==> config.mk <==
export PLATFORM = sky130hd
export DESIGN_NAME = uart_alu_pkt_framer
export DESIGN_NICKNAME = d
export VERILOG_FILES = /design/src/rtl/uart_alu_pkg.sv /design/src/rtl/uart_alu_op_fifo.sv /design/src/rtl/uart_alu_pkt_framer.sv
export SDC_FILE = /design/constraint.sdc
export NUM_CORES = 1
export LEC_CHECK = 0
export CAP_MARGIN = 40
export CORE_ASPECT_RATIO = 1.75
export CORE_MARGIN = 3
export CORE_UTILIZATION = 35
export DETAILED_ROUTE_END_ITERATION = 10
export GPL_TIMING_DRIVEN = 0
export PLACE_DENSITY = 0.53
export SYNTH_ARGS = -nofsm -noshare
export SYNTH_HDL_FRONTEND = slang
export SYNTH_SLANG_ARGS = --single-unit
==> constraint.sdc <==
create_clock -name clk_i -period 6.7 [get_ports clk_i]
set_input_delay 1.005 -clock clk_i [delete_from_list [all_inputs] [get_ports clk_i]]
set_output_delay 1.005 -clock clk_i [all_outputs]
set_load 0.01 [all_outputs]
==> src/rtl/uart_alu_pkg.sv <==
// rtl/uart_alu_pkg.sv - shared opcodes, header constants and framer state type for the UART ALU link
package uart_alu_pkg;

    localparam logic [7:0] OP_ECHO = 8'hEC;
    localparam logic [7:0] OP_ADD  = 8'hAD;
    localparam logic [7:0] OP_MUL  = 8'h88;
    localparam logic [7:0] OP_DIV  = 8'hD0;

    // Header is opcode, reserved byte, len[7:0], len[15:8]
    localparam int         HDR_BYTES    = 4;
    localparam logic [7:0] HDR_RESERVED = 8'h00;

    typedef enum logic [1:0] {
        IDLE,
        HDR,
        PAY
    } framer_state_e;

endpackage

==> src/rtl/uart_alu_op_fifo.sv <==
// rtl/uart_alu_op_fifo.sv - synchronous operand FIFO with wrap-bit pointers
//
// Ports:
//   clk_i, rst_ni   clock, async active-low reset (flushes pointers)
//   push_i, wdata_i write one word; caller guarantees !full_o or a same-cycle pop_i
//   pop_i           discard head word; caller guarantees !empty_o
//   rdata_o         head word (valid while !empty_o)
//   full_o, empty_o occupancy flags
module uart_alu_op_fifo
    import uart_alu_pkg::*;
#(
    parameter int WIDTH = 32,
    parameter int DEPTH = 16
) (
    input  logic             clk_i,
    input  logic             rst_ni,
    input  logic             push_i,
    input  logic [WIDTH-1:0] wdata_i,
    input  logic             pop_i,
    output logic [WIDTH-1:0] rdata_o,
    output logic             full_o,
    output logic             empty_o
);

    localparam int AW = $clog2(DEPTH);

    logic [WIDTH-1:0] mem [DEPTH];
    logic [AW:0]      wr_ptr_q;
    logic [AW:0]      rd_ptr_q;

    // Storage needs no reset; pointers alone define validity.
    always_ff @(posedge clk_i) begin
        if (push_i) begin
            mem[wr_ptr_q[AW-1:0]] <= wdata_i;
        end
    end

    always_ff @(posedge clk_i or negedge rst_ni) begin
        if (!rst_ni) begin
            wr_ptr_q <= '0;
            rd_ptr_q <= '0;
        end else begin
            if (push_i) begin
                wr_ptr_q <= wr_ptr_q + 1'b1;
            end
            if (pop_i) begin
                rd_ptr_q <= rd_ptr_q + 1'b1;
            end
        end
    end

    assign rdata_o = mem[rd_ptr_q[AW-1:0]];
    assign empty_o = (wr_ptr_q == rd_ptr_q);
    // Same index, opposite lap: writer is a full buffer ahead of the reader.
    assign full_o  = (wr_ptr_q[AW] != rd_ptr_q[AW]) &&
                     (wr_ptr_q[AW-1:0] == rd_ptr_q[AW-1:0]);

endmodule

==> src/rtl/uart_alu_pkt_framer.sv <==
// rtl/uart_alu_pkt_framer.sv - frames opcode + buffered operands into a UART ALU byte packet
//
// Ports:
//   clk_i, rst_ni                      clock, async active-low reset
//   cmd_valid_i/cmd_ready_o            command handshake (ready only in IDLE)
//   cmd_opcode_i, cmd_count_i          packet opcode and operand count
//   op_valid_i/op_ready_o, op_data_i   operand push into the FIFO
//   m_axis_tdata_o/tvalid_o/tready_i   byte stream towards uart_tx
//   busy_o                             packet in progress
//   pkt_done_o                         pulse on last-byte handshake
//   err_o                              pulse after an illegal command was dropped
module uart_alu_pkt_framer
    import uart_alu_pkg::*;
#(
    parameter int OPERAND_WIDTH = 32,
    parameter int MAX_OPERANDS  = 16,
    parameter int FIFO_DEPTH    = 16
) (
    input  logic                     clk_i,
    input  logic                     rst_ni,
    input  logic                     cmd_valid_i,
    output logic                     cmd_ready_o,
    input  logic [7:0]               cmd_opcode_i,
    input  logic [7:0]               cmd_count_i,
    input  logic                     op_valid_i,
    output logic                     op_ready_o,
    input  logic [OPERAND_WIDTH-1:0] op_data_i,
    output logic [7:0]               m_axis_tdata_o,
    output logic                     m_axis_tvalid_o,
    input  logic                     m_axis_tready_i,
    output logic                     busy_o,
    output logic                     pkt_done_o,
    output logic                     err_o
);

    localparam int BYTES = OPERAND_WIDTH / 8;
    localparam int JW    = (BYTES > 1) ? $clog2(BYTES) : 1;

    if ((OPERAND_WIDTH % 8 != 0) || (HDR_BYTES + MAX_OPERANDS * BYTES > 65535)) begin : g_param_check
        $error("uart_alu_pkt_framer: illegal OPERAND_WIDTH/MAX_OPERANDS combination");
    end

    localparam logic [JW-1:0] LAST_J     = JW'(BYTES - 1);
    localparam logic [JW-1:0] J_AFTERPOP = JW'((BYTES == 1) ? 0 : 1);

    framer_state_e            state_q;
    logic [2:0]               hdr_idx_q;   // next header byte to load
    logic [JW-1:0]            byte_idx_q;  // next operand byte to load; 0 = needs a new operand
    logic [7:0]               ops_left_q;  // operands not yet popped for this packet
    logic [15:0]              len_q;
    logic [OPERAND_WIDTH-1:0] sreg_q;      // remaining bytes of the current operand
    logic                     last_q;      // output register holds the packet's final byte
    logic [7:0]               tdata_q;
    logic                     tvalid_q;
    logic                     err_q;

    logic [OPERAND_WIDTH-1:0] fifo_rdata;
    logic                     fifo_full;
    logic                     fifo_empty;
    logic                     push;
    logic                     pop;
    logic                     load_slot;
    logic                     want_op;
    logic                     illegal;
    logic [15:0]              len_calc;

    // The output register may take a new byte when it is empty or being drained this edge.
    assign load_slot = !tvalid_q || m_axis_tready_i;

    // A new operand is needed after the last header byte and at every operand boundary.
    assign want_op = load_slot &&
                     (((state_q == HDR) && (hdr_idx_q == 3'(HDR_BYTES))) ||
                      ((state_q == PAY) && (byte_idx_q == '0) && (ops_left_q != 8'd0)));
    assign pop     = want_op && !fifo_empty;

    // A pop frees a slot this edge, so a full FIFO can still take a word.
    assign op_ready_o = !fifo_full || pop;
    assign push       = op_valid_i && op_ready_o;

    assign illegal  = (cmd_count_i == 8'd0) || (cmd_count_i > 8'(MAX_OPERANDS));
    assign len_calc = 16'(HDR_BYTES) + 16'(cmd_count_i) * 16'(BYTES);

    uart_alu_op_fifo #(
        .WIDTH (OPERAND_WIDTH),
        .DEPTH (FIFO_DEPTH)
    ) u_op_fifo (
        .clk_i   (clk_i),
        .rst_ni  (rst_ni),
        .push_i  (push),
        .wdata_i (op_data_i),
        .pop_i   (pop),
        .rdata_o (fifo_rdata),
        .full_o  (fifo_full),
        .empty_o (fifo_empty)
    );

    always_ff @(posedge clk_i or negedge rst_ni) begin
        if (!rst_ni) begin
            state_q    <= IDLE;
            hdr_idx_q  <= '0;
            byte_idx_q <= '0;
            ops_left_q <= '0;
            len_q      <= '0;
            sreg_q     <= '0;
            last_q     <= 1'b0;
            tdata_q    <= '0;
            tvalid_q   <= 1'b0;
            err_q      <= 1'b0;
        end else begin
            err_q <= 1'b0;
            case (state_q)
                IDLE: begin
                    if (cmd_valid_i) begin
                        if (illegal) begin
                            err_q <= 1'b1;
                        end else begin
                            len_q      <= len_calc;
                            ops_left_q <= cmd_count_i;
                            tdata_q    <= cmd_opcode_i;
                            tvalid_q   <= 1'b1;
                            hdr_idx_q  <= 3'd1;
                            byte_idx_q <= '0;
                            last_q     <= 1'b0;
                            state_q    <= HDR;
                        end
                    end
                end
                HDR: begin
                    if (m_axis_tready_i) begin
                        if (hdr_idx_q == 3'(HDR_BYTES)) begin
                            state_q <= PAY;  // first operand byte is loaded by the pop path below
                        end else begin
                            hdr_idx_q <= hdr_idx_q + 3'd1;
                            case (hdr_idx_q)
                                3'd1:    tdata_q <= HDR_RESERVED;
                                3'd2:    tdata_q <= len_q[7:0];
                                default: tdata_q <= len_q[15:8];
                            endcase
                        end
                    end
                end
                PAY: begin
                    if (last_q) begin
                        if (m_axis_tready_i) begin
                            tvalid_q <= 1'b0;
                            last_q   <= 1'b0;
                            state_q  <= IDLE;
                        end
                    end else if (load_slot && (byte_idx_q != '0)) begin
                        tdata_q    <= sreg_q[7:0];
                        sreg_q     <= sreg_q >> 8;
                        tvalid_q   <= 1'b1;
                        last_q     <= (byte_idx_q == LAST_J) && (ops_left_q == 8'd0);
                        byte_idx_q <= (byte_idx_q == LAST_J) ? '0 : byte_idx_q + 1'b1;
                    end
                end
                default: state_q <= IDLE;
            endcase

            // Operand fetch shared by HDR->PAY and PAY boundaries; an empty FIFO idles the stream.
            if (pop) begin
                tdata_q    <= fifo_rdata[7:0];
                sreg_q     <= fifo_rdata >> 8;
                tvalid_q   <= 1'b1;
                ops_left_q <= ops_left_q - 8'd1;
                byte_idx_q <= J_AFTERPOP;
                last_q     <= (BYTES == 1) && (ops_left_q == 8'd1);
            end else if (want_op) begin
                tvalid_q <= 1'b0;
            end
        end
    end

    assign cmd_ready_o     = (state_q == IDLE);
    assign busy_o          = (state_q != IDLE);
    assign m_axis_tdata_o  = tdata_q;
    assign m_axis_tvalid_o = tvalid_q;
    assign pkt_done_o      = tvalid_q && m_axis_tready_i && last_q;
    assign err_o           = err_q;

endmodule

After elaboration in Yosys (flattened, before gate mapping). Memories as Yosys holds them, arrays and structs flattened. Cells that the tools add are included.

Flip-flop bits (word level): 84. Latch bits: 0. Memory bits (writable): 512. Memory bits (read-only): 0. Memories: 1.

Add/subtract/negate cells: 6. Multiply operators: 0. Divide/modulo/power cells: 0. Order comparisons: 1. Equal/unequal tests: 28. Shift operators: 0. Muxes and demuxes: 56. Bitwise logic cells: 1. Reduce and logical (&&, ||, !) cells: 42.

Memory list: u_op_fifo.mem (words 16, width 32, read ports 1, clocked after memory_dff 0, write ports 1, RTL line uart_alu_op_fifo.sv:27) `logic [WIDTH-1:0] mem [DEPTH];`.

Operators by type and width (number): 2-to-1 mux 32 bit (4); 2-to-1 mux 8 bit (11); 2-to-1 mux 2 bit (12); one-hot mux 8 bit (3 select lines) (1); 2-to-1 mux 1 bit (18); logical NOT 8 bit (2); one-hot mux 8 bit (2 select lines) (1); AND reduction 5 bit (3); != test 2 bit, second input constant (7); nonzero test 2 bit (7); 2-to-1 mux 3 bit (4); != test 3 bit, second input constant (4); AND reduction 3 bit (4); adder 3 x 10 -> 11 bit, first input constant (1); logical AND 1 bit (11); adder 5 x 1 -> 5 bit, second input constant (2); greater-than comparator 8 x 5 -> 1 bit, second input constant (1); nonzero test 4 bit (2); nonzero test 8 bit (1); subtractor 8 x 1 -> 8 bit, second input constant (1); AND reduction 7 bit (1); != test 3 x 2 -> 1 bit, second input constant (2); one-hot mux 2 bit (3 select lines) (1); one-hot mux 3 bit (2 select lines) (1); other kinds (23) (32).

Depth between registers and ports, before layout. Gate-level depths: netlist of the first run.

Word-level depth: 10. Gate-level depth with buffers: 10. Depth with buffers taken out: 7.

Modules after synthesis. A second synthesis of the first run with hierarchy kept.

Cell total of the unflattened synthesis: 1213. Area total of the unflattened synthesis: 23084.6 µm².

By module, submodules not included: uart_alu_op_fifo (times used 1, cells an instance 856, area each 19728.9 µm²); uart_alu_pkt_framer (times used 1, cells an instance 357, area each 3355.7 µm²).

Least setup slack after synthesis of the first run. No wires, ideal clock.

Kind: input to register. Start point: input m_axis_tready_i. End point: memory u_op_fifo.mem[3][0] (enable). Library setup time: 0.468 ns. Data arrival time: 4.416 ns. Required time: 6.232 ns. Path slack: 1.816 ns. Stages: 5. Cells stage by stage: nand2b_1 -> nand4_1 -> a41oi_2 -> and2_1 -> nor3b_1.

Word-level cells in the longest chain between the ends: 7.

RTL lines: start, declared (RTL line uart_alu_pkt_framer.sv:30) `input logic m_axis_tready_i,`; logical OR 1 bit (RTL line uart_alu_pkt_framer.sv:68) `assign load_slot = !tvalid_q || m_axis_tready_i;`; logical AND 1 bit (RTL line uart_alu_pkt_framer.sv:71) `assign want_op = load_slot &&`; logical AND 1 bit (RTL line uart_alu_pkt_framer.sv:74) `assign pop = want_op && !fifo_empty;`; logical OR 1 bit (RTL line uart_alu_pkt_framer.sv:77) `assign op_ready_o = !fifo_full || pop;`; logical AND 1 bit (RTL line uart_alu_pkt_framer.sv:78) `assign push = op_valid_i && op_ready_o;`; 2-to-1 mux 1 bit (RTL line uart_alu_op_fifo.sv:33) `if (push_i) begin`; 2-to-1 mux 1 bit (not written as such) (RTL line uart_alu_op_fifo.sv:34) `mem[wr_ptr_q[AW-1:0]] <= wdata_i;`; end, declared (RTL line uart_alu_op_fifo.sv:27).

Every way passes these cells.

Worst setup path in the final report of the first run.
Start point: input m_axis_tready_i. End point: output op_ready_o.

Word-level cells in the longest chain between the ends: 4.

RTL lines: logical OR 1 bit (RTL line uart_alu_pkt_framer.sv:68); logical AND 1 bit (RTL line uart_alu_pkt_framer.sv:71); logical AND 1 bit (RTL line uart_alu_pkt_framer.sv:74); logical OR 1 bit (RTL line uart_alu_pkt_framer.sv:77); end, declared (RTL line uart_alu_pkt_framer.sv:26) `output logic op_ready_o,`.

Every way passes these cells.

==> results.yml, run 1 <==
finish:
  final_area_mm2: 0.0274
  nets: 1447
  finish.utilization_pct: 42.2
  syn_to_final_growth_pct: 18.7
  drive_above_1_share_pct: 22.3
drt:
  ant_nets: 0
  wl_per_cell_um: 26.3
  highest_layer: "met5"
  wl_met3_mm: 2.55
  drc_errors: 0
  met2_length_mm: 33.3
  routed_via_density: 5.25
  drt-initial-drc-count: 1021
  drtPass1Iterations: 6
  routed_wl_mm: 60.4
  vias: 12055
  drt-met1-wl_mm: 22.1
floorplan:
  start_util_pct: 35.6
  row_count: 123
  fp.dieW_um: 200
  core-area_mm2: 0.0648
  ios: 67
  fp.dieArea_mm2: 0.0691
  fp.dieH_um: 346
setup_path:
  critPathLaunch: "m_axis_tready_i"
  crit_chain: "clkdlybuf4s50_1, nand2b_1, nand4_1, nand4_1, clkdlybuf4s50_1"
  crit_type: "input port to output port"
  cp-start-kind: "input port"
  critPathMaxFanout: 7
  crit_end: "op_ready_o"
  reg2reg_to: "u_op_fifo.mem[3][12]"
  reg2reg_from: "u_op_fifo.rd_ptr_q[1]"
  cpMaxStageDelayCell: "clkdlybuf4s50_1"
  crit_path_max_incr_delay_ns: 0.58
  worstRegToRegCells: 10
  r2r_slack_ns: 3.30
  end_kind: "output port"
  worstPathRequired_ns: 5.69
  cp.arrival_ns: 2.95
global_route:
  grt_max_degree: 63
  grt_pass1_vias: 12929
  antenna_found_initial: 3
  grt_usage_pct: 17.6
  grt_overflow: 0
  grt_pass1_wl_mm: 88.5
synth:
  ys_seq_area_share_pct: 74.2
  synth_edf_count: 512
  syn_nets: 1283
  ys_warn_count: 0
  async_reset_ff_share_pct: 11.9
  synth_cells: 1213
  synthFlopType: "edfxtp_1"
  synthesis.area_mm2: 0.0231
  synth-seq-cells: 581
  ys_types: 58
  syn_area_per_cell_um2: 19.0
timing:
  worstMarginPinSlew_ns: 0.854
  min_period_ns: 3.95
  skew_ns: 0.0139
  fmax_mhz: 253
  finalSetupViolations: 0
  hold_viol: 0
  slew_viol_final: 0
  fin_crit_sh_pct: 59.0
  slew_headroom_pct: 42.9
  rsz0062_at_grt: "no"
  whs_ns: 0.230
min_path:
  hp-class: "input port to async pin"
power_and_ir_drop:
  p_sw_mw: 3.73
  leakage_nw: 9.05
  ir_drop_uv: 204
  fin_total_pwr_mw: 11.5
  combPwrFrac_pct: 32.1
  p_per_area_mw_per_mm2: 420
  power.internal_mw: 7.75
  pwr-share-clk_pct: 27.5
  p_sw_share_pct: 32.5
  pwr-share-seq_pct: 40.4
cts:
  postCtsSetupBuffers: 0
  cts_buffers: 52
  clock_path_buffers: 3
  ctsResizeCount: 0
  clk_latency_ns: 0.59
  path_clk_slew_ns: 0.07
  cts-root-buf: "clkbuf_16"
  ctsHoldBuffers: 0
  cts_tree: "built"
  clkSinkCount: 581
  cts_htree_levels: 2
place:
  placed_area_mm2: 0.0256
  place_congestion: 0.808
  port_buffers: 66
  dp_hpwl_mm: 41.5
flow_run:
  max_cap_violations: 0
outcome:
  outcome: "complete, no violations"
## through the flow
stage                     worst slack (ns)  TNS (ns)  instances
after floorplan                       1.82         0       1213
after global placement               -2.37   -285.99       2154
after detailed placement              1.83         0       2197
after CTS                             2.46         0       2292
after global routing                  2.63         0       2293
final                                 2.75         0       2295
## final cells by class
cell class	count	area (um2)
antenna	2	5.00
buffer	70	355
clock buffer	55	1360
clock inverter	40	445
fill	5704	37400
inverter	24	90.1
multi-input combinational	538	5610
sequential	581	17100
tap	875	1090
timing repair buffer	110	1320
## power by group through the flow
stage	registers (mW)	logic, mW	clock network (mW)
5_1_grt	4.68	3.95	3.36
6_report	4.64	3.68	3.16
3_5_place_dp	4.72	3.75	0
4_1_cts	4.64	3.76	3.24
3_3_place_gp	4.74	3.52	0
2_1_floorplan	4.67	2.26	0
## logic make-up after synthesis
logic type                 count (synthesis)  synth area share, %
AOI/OAI and AO/OA                        172                 5.22
xor gates and xnor gates                  17                0.646
adders and majority gates                 17                0.922
buffers and inverters                     94                 1.93
DFF                                      581                 74.2
muxes                                    156                 13.5
and+or+nand+nor                          176                 3.65
## synth_stat cells (all sizes together) (24+ instances only)
library cell,number,area [um2]
inv,24,90.1
dfrtp,69,1730
nor2,34,128
clkbuf,32,120
o21ai,30,150
a21oi,28,140
mux4,123,2770
buf,38,235
nand2,65,244
a31oi,24,150
mux2i,30,300
edfxtp,512,15400
## state kept, by name, indices dropped and copies added (netlist names)
register / cells
byte_idx_q: 2
err_o: 1
hdr_idx_q: 3
last_q: 1
len_q: 9
m_axis_tdata_o: 8
m_axis_tvalid_o: 1
ops_left_q: 8
sreg_q: 24
state_q: 2
u_op_fifo.mem: 512
u_op_fifo.rd_ptr_q: 5
u_op_fifo.wr_ptr_q: 5
## how the worst min path moves through the flow
stage	to
2_1_floorplan	len_q[2]
3_3_place_gp	len_q[10]
3_5_place_dp	len_q[10]
4_1_cts	len_q[4]
5_1_grt	len_q[4]
6_report	ops_left_q[0]
## worst max-delay path, delay by kind of cell
kind | cells | cell delay, ns
buffers and inverters | 2 | 1.14
AND/OR/NAND/NOR | 3 | 0.80
## metal layers
| metal | up-vias | track usage [%] |
|---|---|---|
| met5 | - | 0 |
| met4 | 2 | 6.96 |
| met3 | 108 | 2.41 |
| met2 | 315 | 32.6 |
| met1 | 6364 | 20.2 |
| li1 | 5266 | - |
## cells in the final DEF (no fill, tap or decap), types with 8 or more instances in the layout
cell type,netlist,final
a221oi_1,10,10
xor2_1,8,8
and2_1,8,8
o22ai_1,17,17
clkbuf_16,0,54
edfxtp_1,512,512
buf_1,8,8
a22o_1,11,11
nand4_1,9,9
xnor2_1,9,9
a31oi_1,24,24
bufinv_16,0,8
nand2_1,65,65
buf_8,2,8
clkdlybuf4s50_1,0,65
buf_4,9,22
nand3_1,23,23
o21ai_0,30,30
clkbuf_1,32,33
inv_1,24,23
buf_6,2,12
mux2i_1,30,30
ha_1,17,17
nor2_4,0,9
a21oi_1,28,28
buf_2,17,17
mux4_2,123,123
clkinv_2,0,13
a22oi_1,13,13
nor2_1,34,25
buf_12,0,10
dfrtp_1,69,69
Power figures use the tool's default switching activity.
==> inputs of run 2 (changes only) <==
==> constraint.sdc (replaced) <==
create_clock -name clk_i -period 3.85 [get_ports clk_i]
set_input_delay 0.5775 -clock clk_i [delete_from_list [all_inputs] [get_ports clk_i]]
set_output_delay 0.5775 -clock clk_i [all_outputs]
set_load 0.01 [all_outputs]
==> run 2 against run 1 <==
Effect of this change:
- total power is 72% higher
- global-route usage is 0.17 points lower
- final cell count is 0.31% lower
- critical path type is now input port to register
- largest cell class unchanged
==> results.yml, run 2 (same netlist as run 1, synthesis figures left out) <==
power_and_ir_drop:
  power.internal_mw: 13.4
  ir_drop_uv: 323
  fin_total_pwr_mw: 19.8
  pwr-share-clk_pct: 26.8
  leakage_nw: 8.97
  pwr-share-seq_pct: 40.8
  p_per_area_mw_per_mm2: 726
  p_sw_mw: 6.42
  combPwrFrac_pct: 32.4
  p_sw_share_pct: 32.4
place:
  place_congestion: 0.818
  placed_area_mm2: 0.0255
  port_buffers: 66
  dp_hpwl_mm: 41.0
finish:
  final_common_cell: "edfxtp_1"
  drive_above_1_share_pct: 20.9
  largest_register_ffs: 512
  fillCellCount: 5705
  seqCellArea_mm2: 0.0171
  nets: 1439
  finish.utilization_pct: 42.1
  final_area_mm2: 0.0273
  multi_input_area_mm2: 0.00563
  syn_to_final_growth_pct: 18.2
  layout_common_cells: "512 x edfxtp_1, 123 x mux4_2, 69 x dfrtp_1"
setup_path:
  r2r_slack_ns: 0.46
  reg2reg_to: "u_op_fifo.mem[2][31]"
  critPathMaxFanout: 12
  cp-start-kind: "input port"
  cp.arrival_ns: 3.78
  end_kind: "register"
  worstRegToRegCells: 9
  crit_type: "input port to register"
  reg2reg_from: "ops_left_q[0]"
  worstPathRequired_ns: 4.13
timing:
  slew_headroom_pct: 42.3
  slew_viol_final: 0
  finalSetupViolations: 0
  skew_ns: 0.0195
  fmax_mhz: 286
  whs_ns: 0.341
  rsz0062_at_grt: "no"
  hold_viol: 0
  worstMarginPinSlew_ns: 0.858
  fin_crit_sh_pct: 90.7
  min_period_ns: 3.49
flow_run:
  max_cap_violations: 0
drt:
  routed_wl_mm: 60.2
  drt-initial-drc-count: 1032
  drc_errors: 0
  routed_via_density: 5.28
  ant_nets: 0
  drtPass1Iterations: 5
  wl_per_cell_um: 26.3
  vias: 12077
cts:
  clk_latency_ns: 0.59
  ctsResizeCount: 0
  clock_path_buffers: 3
  cts-root-buf: "clkbuf_16"
  cts_htree_levels: 2
  path_clk_slew_ns: 0.06
  cts_tree: "built"
  clkSinkCount: 581
  cts_buffers: 53
  postCtsSetupBuffers: 0
outcome:
  outcome: "complete, no violations"
floorplan:
  row_count: 123
  fp.dieH_um: 346
  fp.dieW_um: 200
  ios: 67
  start_util_pct: 35.6
  fp.dieArea_mm2: 0.0691
  core-area_mm2: 0.0648
global_route:
  grt_pass1_vias: 12946
  antenna_found_initial: 3
  grt_usage_pct: 17.4
  grt_max_degree: 65
  grt_overflow: 0
  grt_pass1_wl_mm: 87.2
min_path:
  hp-class: "input port to async pin"
==> run 2: cell types whose count changed in the layout (fill, tap and decap cells not counted), sizes merged <==
cell / change
dlygate4sd3: +1
bufinv: -2
clkbuf: +6
clkinv: +1
inv: -2
diode: +1
clkinvlp: -2
buf: -10
==> run 2: layout make-up <==
type                    instances  area share [%]
diodes                          3          0.0275
plain buffers                  70            1.30
clock buffers                  61            5.13
clock inverters                35            1.20
inverters                      24           0.331
multi-input cells             538            20.7
flip-flops and latches        581            62.7
well taps                     875            4.02
repair buffers                101            4.58
==> run 2: what timing repair did <==
item | 4_1_cts | 5_1_grt
hold endpoints to repair | 5 | 0
endpoints found under the setup margin | 0 | 0
hold buffers | 1 | 0
==> run 2: stage by stage <==
stage | std cells | setup TNS, ns | setup WS (ns)
floorplan | 1213 | 0 | 0.371
global placement | 2154 | -1090.50 | -2.89
detailed placement | 2188 | -15.43 | -0.257
CTS | 2285 | 0 | 0.367
global route | 2285 | 0 | 0.185
finish | 2288 | 0 | 0.356
==> run 2: critical path: stages <==
cell             delay, ns
clkdlybuf4s50_1       0.63
nand2b_1              0.32
nand4_1               0.27
a41oi_2               0.46
nand2_1               0.34
nor3_4                0.69
buf_8                 0.26
buf_8                 0.19
==> run 2: worst max path at each step <==
stage                                  endpoint  slack [ns]  cells after the start       startpoint
after floorplan            u_op_fifo.mem[11][0]        0.37                      5  m_axis_tready_i
after global placement    u_op_fifo.mem[11][11]       -2.89                      6  m_axis_tready_i
after detailed placement   u_op_fifo.mem[2][28]       -0.26                      8  m_axis_tready_i
after CTS                  u_op_fifo.mem[2][30]        0.37                      8  m_axis_tready_i
after global routing       u_op_fifo.mem[2][30]        0.19                      8  m_axis_tready_i
final                      u_op_fifo.mem[2][31]        0.36                      8  m_axis_tready_i
==> run 2: power groups by stage <==
| stage | clock network, mW | logic, mW | registers, mW |
|---|---|---|---|
| after floorplan | 0 | 3.94 | 8.12 |
| after CTS | 5.43 | 6.56 | 8.07 |
| after global routing | 5.66 | 6.85 | 8.13 |
| final | 5.30 | 6.42 | 8.07 |
| after detailed placement | 0 | 6.54 | 8.20 |
| after global placement | 0 | 6.17 | 8.23 |
==> run 2: layer usage <==
metal / wire, um / track usage (%) / part of all wire (%)
met1: 21900 / 19.4 / 36
met2: 33500 / 32.9 / 56
met3: 2340 / 2.33 / 3.9
met4: 2550 / 7.10 / 4.2
met5: 0 / 0 / 0
==> inputs of run 3 (changes only) <==
--- a/config.mk
+++ b/config.mk
@@ -5,9 +5,10 @@
 export SDC_FILE = /design/constraint.sdc
 export NUM_CORES = 1
 export LEC_CHECK = 0
+export ABC_AREA = 1
 export CAP_MARGIN = 40
 export CORE_ASPECT_RATIO = 1.75
-export CORE_MARGIN = 3
+export CORE_MARGIN = 5
 export CORE_UTILIZATION = 35
 export DETAILED_ROUTE_END_ITERATION = 10
 export GPL_TIMING_DRIVEN = 0
==> run 3 against run 2 <==
Effect of this change:
- first-iteration DRC count rose by 43%
- flip-flop and latch count did not move
- sequential share of layout area fell by 1.2 points
- clock power fell by 5.8%
- clock-buffer cell count fell by 1
- synthesized cell count rose by 65%
- routed wire length rose by 25%
- setup slack improved by 0.16 ns
- combinational power rose by 29%
- largest cell class unchanged
- largest power group is now combinational logic
==> results.yml, run 3 <==
outcome:
  outcome: "complete, no violations"
floorplan:
  fp.dieW_um: 207
  fp.dieH_um: 355
  fp.dieArea_mm2: 0.0737
  ios: 67
  row_count: 126
  core-area_mm2: 0.0675
  start_util_pct: 35.4
finish:
  drive_above_1_share_pct: 9.25
  syn_to_final_growth_pct: 16.5
  largest_register_ffs: 512
  finish.utilization_pct: 41.2
  fillCellCount: 6442
  final_area_mm2: 0.0278
  layout_common_cells: "512 x edfxtp_1, 370 x nand2_1, 274 x nor2_1"
  nets: 2215
  final_common_cell: "edfxtp_1"
synth:
  synthFlopType: "edfxtp_1"
  synthesis.area_mm2: 0.0239
  yosysTopAreaCellShare_pct: 64.4
  ys_seq_area_share_pct: 71.7
  syn_area_per_cell_um2: 11.9
  ys_warn_count: 0
  synth_top_cell_by_area: "edfxtp_1"
  synth_edf_count: 512
  syn_nets: 2074
  synth_cells: 2004
  yosysMostFrequentCell: "edfxtp_1"
  ys_types: 35
  async_reset_ff_share_pct: 11.9
  synth.area.top_cells: "edfxtp_1 64%, dfrtp_1 7.2%, nand2_1 5.8%"
  synth-seq-cells: 581
  synthTopCellsByCount: "512 x edfxtp_1, 370 x nand2_1, 290 x nor2_1, 246 x o21ai_0, 115 x nand3_1"
cts:
  cts_htree_levels: 2
  path_clk_slew_ns: 0.06
  clk_latency_ns: 0.60
  cts-root-buf: "clkbuf_16"
  clkSinkCount: 581
  clock_path_buffers: 3
  cts_tree: "built"
  postCtsSetupBuffers: 0
  cts_buffers: 51
min_path:
  hp-class: "input port to async pin"
setup_path:
  critPathLaunch: "state_q[0]"
  critPathMaxFanout: 17
  r2r_slack_ns: 0.52
  worstPathRequired_ns: 4.14
  cp-start-kind: "register"
  crit_end: "u_op_fifo.mem[8][24]"
  end_kind: "register"
  reg2reg_to: "u_op_fifo.mem[8][24]"
  worstRegToRegCells: 13
  reg2reg_from: "state_q[0]"
  crit_type: "register to register"
  cp.arrival_ns: 3.62
drt:
  vias: 16212
  drc_errors: 0
  drt-initial-drc-count: 1477
  ant_nets: 0
  wl_per_cell_um: 24.4
  routed_wl_mm: 75.1
  drtPass1Iterations: 6
  routed_via_density: 5.26
timing:
  finalSetupViolations: 0
  hold_viol: 0
  whs_ns: 0.334
  fmax_mhz: 300
  setup_ws_ns: 0.518
  fin_crit_sh_pct: 86.5
  rsz0062_at_grt: "no"
  min_period_ns: 3.33
  skew_ns: 0.0181
  slew_headroom_pct: 39.5
  worstMarginPinSlew_ns: 0.908
  slew_viol_final: 0
global_route:
  antenna_found_initial: 2
  grt_pass1_wl_mm: 109
  grt_overflow: 0
  grt_pass1_vias: 16332
  grt_max_degree: 65
  grt_usage_pct: 19.8
power_and_ir_drop:
  p_per_area_mw_per_mm2: 767
  fin_total_pwr_mw: 21.3
  ir_drop_uv: 437
  leakage_nw: 9.71
place:
  placed_area_mm2: 0.0262
  place_congestion: 0.836
  dp_hpwl_mm: 51.1
  preCtsSetupSlack_ns: 0.508
  port_buffers: 66
flow_run:
  max_cap_violations: 0
## run 3: cell count changes after synthesis, moves of 29 or more
| cell | before | now |
|---|---|---|
| o21ai_0 | 30 | 246 |
| nand2_1 | 65 | 370 |
| inv_1 | 24 | 53 |
| o211ai_1 | 2 | 50 |
| nor2_1 | 34 | 290 |
| nand3_1 | 23 | 115 |
| mux2i_1 | 30 | 0 |
| mux4_2 | 123 | 0 |
| buf_2 | 17 | 54 |
## run 3: cell type report
type,count,area (um2),share of cell area [%]
flip-flops and latches,581,17100,61.5
inverters,60,225,0.810
repair buffers,88,1120,4.04
well taps,896,1120,4.03
diodes,2,5.00,0.0180
plain buffers,117,586,2.11
multi-input cells,1246,6070,21.8
clock inverters,31,254,0.914
clock buffers,60,1310,4.71
## run 3: cell families (layout without fill, tap and decap cells)
family / after synthesis / after routing / synth area share [%]
and+or+nand+nor: 802 / 802 / 13.6
DFF: 581 / 581 / 71.7
AOI/OAI and AO/OA: 410 / 410 / 9.85
buffers and inverters: 177 / 356 / 3.40
adders and majority gates: 17 / 17 / 0.891
xor gates and xnor gates: 17 / 17 / 0.624
other: 0 / 2 / 0
## run 3: layer usage
layer / routed length [um] / vias up / track usage (%)
met5: 0 / - / 0
met2: 39800 / 552 / 36.6
met3: 3710 / 165 / 2.37
li1: - / 7408 / -
met1: 28100 / 8087 / 22.9
met4: 3580 / 0 / 9.09
## run 3: what timing repair did
action,in CTS,in global routing
resized for setup,0,0
hold buffers,1,0
endpoints found under the hold margin,5,0
## run 3: how the worst min path moves through the flow
stage / depth (start not counted) / to / slack (ns)
after floorplan: 0 / byte_idx_q[0] / 0.28
after CTS: 2 / m_axis_tdata_o[0] / 0.31
after global routing: 2 / m_axis_tdata_o[0] / 0.35
final: 2 / m_axis_tdata_o[0] / 0.33
after global placement: 2 / sreg_q[18] / 0.47
after detailed placement: 1 / m_axis_tdata_o[0] / 0.41
## run 3: power by group
group          internal [mW]  total (mW)  switching, mW
clock network           2.70        4.99           2.29
logic                   2.33        8.25           5.92
registers               7.75        8.08          0.330
## run 3: critical path: stages (launching register included)
cell and delay [ns]:
dfrtp_1 0.38, inv_1 0.10, ha_1 0.14, buf_2 0.21, nand2_1 0.07, o21bai_1 0.15
nand2_1 0.14, nand2_1 0.12, nand2_1 0.13, nand2_2 0.13, inv_2 0.13, nand2_1 0.25
nor2_4 0.76, buf_12 0.27
## run 3: metrics by stage
stage	cells	setup TNS [ns]
CTS	3078	0
global placement	2966	-825.26
global route	3079	0
detailed placement	2986	0
finish	3081	0
floorplan	2004	0
